<file path="config.mk">
export PLATFORM = sky130hd
export DESIGN_NAME = simon64_encrypt_iter_flat
export DESIGN_NICKNAME = d
export VERILOG_FILES = /design/src/rtl/simon_pkg.sv /design/src/rtl/simon64_encrypt_iter_if.sv /design/src/rtl/simon64_key_step.sv /design/src/rtl/simon64_encrypt_iter.sv /design/src/flat_wrapper.sv
export SDC_FILE = /design/constraint.sdc
export NUM_CORES = 1
export LEC_CHECK = 0
export CAP_MARGIN = 20
export CORE_MARGIN = 8
export CORE_UTILIZATION = 45
export DETAILED_ROUTE_END_ITERATION = 7
export PLACE_DENSITY_LB_ADDON = 0.3
export SLEW_MARGIN = 10
export SYNTH_ARGS = -nofsm -noshare
export SYNTH_HDL_FRONTEND = slang
export SYNTH_HIERARCHICAL = 1
export SYNTH_SLANG_ARGS = --single-unit
</file>
<file path="constraint.sdc">
create_clock -name clk -period 3.3 [get_ports clk]
set_clock_uncertainty 0.2 [all_clocks]
set_input_delay 0.33 -clock clk [delete_from_list [all_inputs] [get_ports clk]]
set_output_delay 0.33 -clock clk [all_outputs]
set_load 0.01 [all_outputs]
</file>
<file path="src/rtl/simon_pkg.sv">
// rtl/simon_pkg.sv - shared constants, types and word helpers for the SIMON64/128 engine
package simon_pkg;

    localparam int WORD_W    = 32;
    localparam int BLOCK_W   = 64;
    localparam int KEY_W     = 128;
    localparam int N_ROUNDS  = 44;
    localparam int KEY_WORDS = 4;

    localparam logic [WORD_W-1:0] C_CONST = 32'hFFFFFFFC;
    // Leftmost character is sequence index 0, so index i lives at bit 61-i.
    localparam logic [61:0] Z3 = 62'b11011011101011000110010111100000010010001010011100110100001111;

    typedef enum logic [1:0] {
        IDLE,
        RUN,
        DONE
    } state_t;

    typedef logic [WORD_W-1:0] word_t;
    // Element 0 is the oldest word k_i, element 3 is k_i+3.
    typedef word_t [KEY_WORDS-1:0] key_win_t;

    function automatic word_t rol(input word_t w, input int s);
        return (w << s) | (w >> (WORD_W - s));
    endfunction

    function automatic word_t ror(input word_t w, input int s);
        return (w >> s) | (w << (WORD_W - s));
    endfunction

    function automatic word_t simon_f(input word_t x);
        return (rol(x, 1) & rol(x, 8)) ^ rol(x, 2);
    endfunction

    function automatic logic z3_bit(input logic [5:0] idx);
        logic [5:0] m;
        m = (idx >= 6'd62) ? idx - 6'd62 : idx;
        return Z3[6'd61 - m];
    endfunction

endpackage

</file>
<file path="src/rtl/simon64_encrypt_iter_if.sv">
// rtl/simon64_encrypt_iter_if.sv - block-in / cipher-out handshake bundle for the encrypt engine
interface simon64_encrypt_iter_if;
    import simon_pkg::*;

    logic               in_valid;
    logic               in_ready;
    logic [BLOCK_W-1:0] plain_text;
    logic [KEY_W-1:0]   key_seed;
    logic               out_valid;
    logic               out_ready;
    logic [BLOCK_W-1:0] cipher_text;
    logic               busy;

    modport master (
        output in_valid, plain_text, key_seed, out_ready,
        input  in_ready, out_valid, cipher_text, busy
    );

    modport slave (
        input  in_valid, plain_text, key_seed, out_ready,
        output in_ready, out_valid, cipher_text, busy
    );

endinterface

</file>
<file path="src/rtl/simon64_key_step.sv">
// rtl/simon64_key_step.sv - one on-the-fly key schedule step: slides the 4-word window by one word
module simon64_key_step
    import simon_pkg::*;
(
    input  key_win_t   win_in,
    input  logic [5:0] round_idx,
    output key_win_t   win_out
);

    word_t t;
    word_t k_new;

    always_comb begin
        t       = ror(win_in[3], 3) ^ win_in[1];
        k_new   = C_CONST ^ {{(WORD_W-1){1'b0}}, z3_bit(round_idx)} ^ win_in[0] ^ t ^ ror(t, 1);
        win_out = {k_new, win_in[3], win_in[2], win_in[1]};
    end

endmodule

</file>
<file path="src/rtl/simon64_encrypt_iter.sv">
// rtl/simon64_encrypt_iter.sv - iterative SIMON64/128 encryptor, UNROLL rounds per clock
module simon64_encrypt_iter
    import simon_pkg::*;
#(
    parameter int UNROLL = 1
) (
    input logic                   clk,
    input logic                   rst_n,
    simon64_encrypt_iter_if.slave bus
);

    if ((UNROLL < 1) || (UNROLL > N_ROUNDS) || ((N_ROUNDS % UNROLL) != 0)) begin : g_bad_unroll
        $error("simon64_encrypt_iter: UNROLL=%0d does not divide 44", UNROLL);
    end

    localparam int         N_CYC    = N_ROUNDS / UNROLL;
    localparam logic [5:0] LAST_CNT = 6'(N_CYC - 1);
    localparam logic [5:0] UNROLL_6 = 6'(UNROLL);

    state_t             state_q;
    state_t             state_d;
    logic [5:0]         cnt_q;
    word_t              x_q;
    word_t              y_q;
    key_win_t           key_q;
    logic [BLOCK_W-1:0] ct_q;

    word_t              xs   [UNROLL+1];
    word_t              ys   [UNROLL+1];
    key_win_t           wins [UNROLL+1];
    logic [5:0]         round_base;
    logic               accept;
    logic               last_cycle;

    assign accept     = (state_q == IDLE) && bus.in_valid;
    assign last_cycle = (state_q == RUN) && (cnt_q == LAST_CNT);
    assign round_base = cnt_q * UNROLL_6;

    assign xs[0]   = x_q;
    assign ys[0]   = y_q;
    assign wins[0] = key_q;

    // Each stage consumes k_i from the window head while the key step produces the next window.
    for (genvar u = 0; u < UNROLL; u++) begin : g_round
        simon64_key_step u_key_step (
            .win_in    (wins[u]),
            .round_idx (round_base + 6'(u)),
            .win_out   (wins[u+1])
        );
        assign xs[u+1] = ys[u] ^ simon_f(xs[u]) ^ wins[u][0];
        assign ys[u+1] = xs[u];
    end

    always_comb begin
        state_d = state_q;
        case (state_q)
            IDLE:    if (bus.in_valid)  state_d = RUN;
            RUN:     if (cnt_q == LAST_CNT) state_d = DONE;
            DONE:    if (bus.out_ready) state_d = IDLE;
            default: state_d = IDLE;
        endcase
    end

    always_ff @(posedge clk or negedge rst_n) begin
        if (!rst_n) begin
            state_q <= IDLE;
            cnt_q   <= '0;
            x_q     <= '0;
            y_q     <= '0;
            key_q   <= '0;
            ct_q    <= '0;
        end else begin
            state_q <= state_d;
            if (accept) begin
                x_q   <= bus.plain_text[BLOCK_W-1:WORD_W];
                y_q   <= bus.plain_text[WORD_W-1:0];
                key_q <= key_win_t'(bus.key_seed);
                cnt_q <= '0;
            end else if (state_q == RUN) begin
                x_q   <= xs[UNROLL];
                y_q   <= ys[UNROLL];
                key_q <= wins[UNROLL];
                // Parks at the terminal count until the next block is accepted.
                if (cnt_q != LAST_CNT) begin
                    cnt_q <= cnt_q + 6'd1;
                end
                if (last_cycle) begin
                    ct_q <= {xs[UNROLL], ys[UNROLL]};
                end
            end
        end
    end

    assign bus.in_ready    = (state_q == IDLE);
    assign bus.out_valid   = (state_q == DONE);
    assign bus.busy        = (state_q == RUN);
    assign bus.cipher_text = ct_q;

endmodule
</file>
<file path="src/flat_wrapper.sv">
// flat-port wrapper written by rule: the top's interface ports become plain ports
module simon64_encrypt_iter_flat import simon_pkg::*;
#(
    parameter int UNROLL = 1
)
  (clk, rst_n, bus_in_valid, bus_plain_text, bus_key_seed, bus_out_ready, bus_in_ready, bus_out_valid, bus_cipher_text, bus_busy);
  simon64_encrypt_iter_if bus_i ();
  input logic clk;
  input logic rst_n;
  input wire logic [$bits(bus_i.in_valid)-1:0] bus_in_valid;
  input wire logic [$bits(bus_i.plain_text)-1:0] bus_plain_text;
  input wire logic [$bits(bus_i.key_seed)-1:0] bus_key_seed;
  input wire logic [$bits(bus_i.out_ready)-1:0] bus_out_ready;
  output wire logic [$bits(bus_i.in_ready)-1:0] bus_in_ready;
  output wire logic [$bits(bus_i.out_valid)-1:0] bus_out_valid;
  output wire logic [$bits(bus_i.cipher_text)-1:0] bus_cipher_text;
  output wire logic [$bits(bus_i.busy)-1:0] bus_busy;
  assign bus_i.in_valid = bus_in_valid;
  assign bus_i.plain_text = bus_plain_text;
  assign bus_i.key_seed = bus_key_seed;
  assign bus_i.out_ready = bus_out_ready;
  assign bus_in_ready = bus_i.in_ready;
  assign bus_out_valid = bus_i.out_valid;
  assign bus_cipher_text = bus_i.cipher_text;
  assign bus_busy = bus_i.busy;
  simon64_encrypt_iter #(.UNROLL(UNROLL)) u_core (.clk(clk), .rst_n(rst_n), .bus(bus_i));
endmodule
</file>
# ---- Yosys cells after proc, flatten, opt, wreduce, memory -nomap -nowiden
# Memories as Yosys holds them, arrays and structs flattened.
# Index checks and enable logic that the tools add are counted.
dict set report classes {
  addsub 3
  n_lt_le_gt_ge 2
  n_eq_ne 7
  mux 15
  bitwise_logic 14
  n_reduce_logical 8
}
# operator n
set ops {}
lappend ops {{$mux 128} 2}
lappend ops {{$xor 32x32->32} 7}
lappend ops {{$mux 32} 4}
lappend ops {{$and 32x32->32} 1}
lappend ops {{$or 29x32->32} 1}
lappend ops {{$or 31x32->32} 1}
lappend ops {{$or 32x1->32} 1}
lappend ops {{$or 32x2->32} 1}
lappend ops {{$or 32x8->32} 1}
lappend ops {{$mux 6} 4}
lappend ops {{$lt 6x7->1 const B} 1}
lappend ops {{$add 6x1->6 const B} 1}
lappend ops {{$eq 6x6->1 const B} 1}
lappend ops {{$ge 6x6->1 const B} 1}
lappend ops {{$mux 2} 3}
lappend ops {{$ne 6x6->1 const B} 1}
lappend ops {{$pmux 2 s3} 1}
lappend ops {{$reduce_and 3->1} 2}
lappend ops {{$sub 6x6->6 const A} 1}
lappend ops {{$sub 6x6->6 const B} 1}
lappend ops {{$ne 2x2->1 const B} 2}
lappend ops {{$reduce_bool 2->1} 2}
lappend ops {{$eq 2x1->1 const B} 1}
lappend ops {{$eq 2x2->1 const B} 1}
lappend ops {{6 further kinds} 7}
dict set report word_totals {
  reg_bits 264
  romBits 64
  inputBits 196
  output_inout_bits 67
  word_cells 59
  mem_count 1
}
# name depth word_bits rd rd_ports_with_merged_regs wr line
set memory_table {}
lappend memory_table {{(name not given)} 64 1 1 0 0 simon_pkg.sv:39} ;# return Z3[6'd61 - m];

# ---- Depth between registers and ports, before layout
dict set report depth {
  depth_word 10
  ltp_mapped 13
  depth_no_buf 13
}

# ---- Hierarchy
# Netlist, hierarchy kept.
# module instances cells_per_inst area_each_um2 seq_area_each_um2
set modules_own_cells {}
lappend modules_own_cells {simon64_encrypt_iter 1 1140 11563.6 6606.3}
lappend modules_own_cells {simon64_key_step 1 260 2037.0 0.0}

# ---- Worst setup path after synthesis
# OpenSTA, ideal clock, no wires.
dict set report synth_path {
  kind {register -> register}
  startpoint {register u_core.cnt_q[2]}
  endpoint {register u_core/key_q[96] (netlist bit)}
  setup_ps 124
  arrival_ps 2574
  required_ps 2976
  path_slack_ps 402
  stages_incl_launch_ff 13
  n_path_buf 0
  period_less_slack_ps 2898
  cell_sequence {dfrtp_1 > ha_1 > nor2b_1 > o21ai_1 > mux2_4 > ha_1 > nand2b_1 > a311oi_1 > o41ai_1 > o32ai_1 > xnor2_1 > a22oi_1 > nand2_1}
}
# element line
set synth_lines {}
lappend synth_lines {{start: declaration} simon64_encrypt_iter.sv:22} ;# logic [5:0] cnt_q;
lappend synth_lines {{start signal: assignment} simon64_encrypt_iter.sv:85} ;# cnt_q <= cnt_q + 6'd1;
lappend synth_lines {{end signal: assignment} simon64_encrypt_iter.sv:77} ;# key_q <= key_win_t'(bus.key_seed);
lappend synth_lines {{end signal: assignment} simon64_encrypt_iter.sv:82} ;# key_q <= wins[UNROLL];
lappend synth_lines {{end: declaration} simon64_encrypt_iter.sv:25} ;# key_win_t key_q;

==> flow_summary_export.csv <==
group,metric,value,unit
worst_setup_path,cp.arrival,3.23,ns
route,wl_met2,17600,um
global_route,grt_overflow,0,
logic_synthesis,seq_area_frac_synth,0.486,
cts,numCtsBuffers,29,
logic_synthesis,yosys.area.top_type_share,0.486,
die,core_area,29700,sq um
pwr,vdd_drop_max,511,uV
die,die_w,190,um
logic_synthesis,syn_area,13600,sq um
cts,h-tree-depth,1,
global_route,grt_pass1_vias,10774,
route,top_layer,"met5",
global_route,grt_max_degree,114,
worst_setup_path,required,3.52,ns
cts,insertion_delay,0.55,ns
logic_synthesis,synthMuxAreaShare,0.0299,
timing,holdWs,0.162,ns
placed_design,place_hpwl,28000,um
logic_synthesis,synth_compound_area_frac,0.147,
route,met3_length,3080,um
logic_synthesis,synthAdderAreaFrac,0.00368,
timing,worstMarginPinSlew,1.05,ns
cts,cts_tree,"yes",
timing,finalMaxSlewViolations,0,
route,viasPerCell,5.39,
route,wl_per_cell,20.2,um
route,postRouteAntennaNets,0,
route,first_pass_iters,5,
timing,hold_viol_final,0,
logic_synthesis,yosys_warnings,6,
pwr,total_power,0.0198,W
cts,numClockSinks,264,
logic_synthesis,synth_area_per_cell,9.71,sq um
timing,relSlewSlack,0.301,
cts,clk_pin_slew_worst_paths,0.06,ns
global_route,antenna_found_initial,5,
logic_synthesis,synth_most_common_cell,"nand2_1",
cts,root_buffer,"clkbuf_16",
timing,rsz0062_at_grt,"false",
final_layout,areaGrowthSynthToFinish,23.6,%
worst_setup_path,cp-end-kind,"flop",
die,start_util,0.458,
placed_design,portBuffers,262,
pwr,power_density,1170,nW/um^2
worst_setup_path,cp_max_fo,13,
logic_synthesis,synth_area_leaders,"dfrtp_1, a22oi_1, nand2_1, xnor2_1, buf_4",
logic_synthesis,ys_types,52,
timing,period_needed,3.01,ns
logic_synthesis,mappedNetlistNets,1600,
global_route,grt_pass1_wl,61400,um
timing,fin_tns_setup,0,ns
global_route,grt.total_usage,0.212,
logic_synthesis,synth_top_family_by_area,"compound AO/OA/AOI/OAI gates",
logic_synthesis,synth-xor-area-share,0.128,
die,die_height,190,um
logic_synthesis,synth_cells,1400,
worst_setup_path,cp-start-kind,"flop",
worst_hold_path,hold_class,"in -> reg",
logic_synthesis,synth-edff-count,0,
logic_synthesis,ys_ff_latch,264,
run_status,status,"finished, final reports clean",
die,rows,63,
flow_run,max_cap_violations,0,
cts,clock_path_buffers,3,
die,die_area,36000,sq um
route,route.detailed.drc,0,
logic_synthesis,async_reset_ff_frac,1.00,
final_layout,utilization,0.566,
route,wirelength,39200,um
final_layout,nets,1738,
timing,fin_crit_sh,0.911,
route,wl_met1,17700,um
die,ios,263,
timing,setup-violations-final,0,
pwr,leakage,7.10,nW
worst_setup_path,path_class,"reg -> reg",
logic_synthesis,synthTopCellsByCount,"nand2_1, dfrtp_1, a22oi_1",
logic_synthesis,yosys.area.top_type,"dfrtp_1",
placed_design,gp_congestion,0.815,
route,drt_iter0_drc,660,
logic_synthesis,yosys.area_share.simple,0.126,
final_layout,layout-drive-gt1-share,0.0643,
logic_synthesis,ys.flop_type,"dfrtp_1",
timing,max_freq,332,MHz
route,via_count,10486,
state kept, by name, indices dropped and copies added (netlist names):
signal                  flops
u_core/bus.cipher_text     64
u_core/cnt_q                6
u_core/key_q              128
u_core/state_q              2
u_core/x_q                 32
u_core/y_q                 32
report_power, final:
part	switching, W	internal [W]
clock	0.00130	0.00184
sequential	0.00190	0.00494
combinational	0.00482	0.00495
total	0.00802	0.0117
metal layers:
| metal | track usage | up-vias |
|---|---|---|
| met3 | 0.0557 | 56 |
| li1 | - | 4923 |
| met1 | 0.296 | 5114 |
| met2 | 0.327 | 385 |
| met5 | 0 | - |
| met4 | 0.0466 | 8 |
cells by family after synthesis:
logic type      Yosys count
mux                      36
buf+inv                 178
flops                   264
compound gates          288
fa+ha+maj                 4
xor+xnor                198
simple gates            432
worst max-delay path, stage by stage (launching register included):
cell      delay (ns)
dfrtp_1         0.58
and3_4          0.29
o21ai_1         0.07
mux2_4          0.31
ha_1            0.27
nand2b_1        0.13
a311oi_1        0.30
o41ai_1         0.14
o32ai_1         0.19
xnor2_1         0.12
a22oi_1         0.18
nand2_1         0.09
final timing paths:
kind,end,cells after the start,slack [ns],from
max,u_core/key_q[96],11,0.29,u_core/cnt_q[3]
min,u_core/state_q[1],3,0.16,bus_out_ready
max reg2reg,u_core/key_q[96],11,0.29,u_core/cnt_q[3]
min reg2reg,u_core/key_q[76],2,0.27,u_core/key_q[76]
max in group asynchronous,u_core/bus.cipher_text[18],3,1.89,rst_n
min in group asynchronous,u_core/bus.cipher_text[61],2,0.20,rst_n
cells in the final DEF, fill, tap and decap left out, types with 7 or more instances in the layout:
master,synthesis,layout
a22oi_1,193,193
buf_12,0,7
xnor2_1,137,137
o21ai_0,37,37
nor2_1,40,39
clkbuf_8,0,7
clkdlybuf4s50_1,0,261
clkbuf_1,31,7
buf_4,100,10
xor2_1,61,61
clkbuf_16,0,29
nand2_1,365,365
a21oi_1,35,35
mux2_2,29,29
dfrtp_1,264,264
metrics by stage:
step / instance area [sq um] / cells / setup slack [ns]
floorplan: 13600 / 1400 / 0.402
global placement: 15900 / 1896 / 0.378
detailed placement: 15900 / 1896 / 0.334
CTS: 16800 / 1946 / 0.298
global route: 16800 / 1946 / 0.0957
finish: 16800 / 1947 / 0.292
area by class of cell:
class | instances | area [sq um]
clock buffer | 43 | 848
inverter | 5 | 23.8
timing repair buffer | 280 | 2850
multi-input combinational | 958 | 5920
tap | 390 | 488
antenna | 1 | 2.50
clock inverter | 6 | 70.1
sequential | 264 | 6610
fill | 2613 | 12900
repair_timing:
item,CTS,global route
hold buffers,1,0
gates resized for setup,0,0
setup buffers,0,0
endpoints found under the hold margin,86,0
Note: power is estimated with default switching activity, not from simulation.
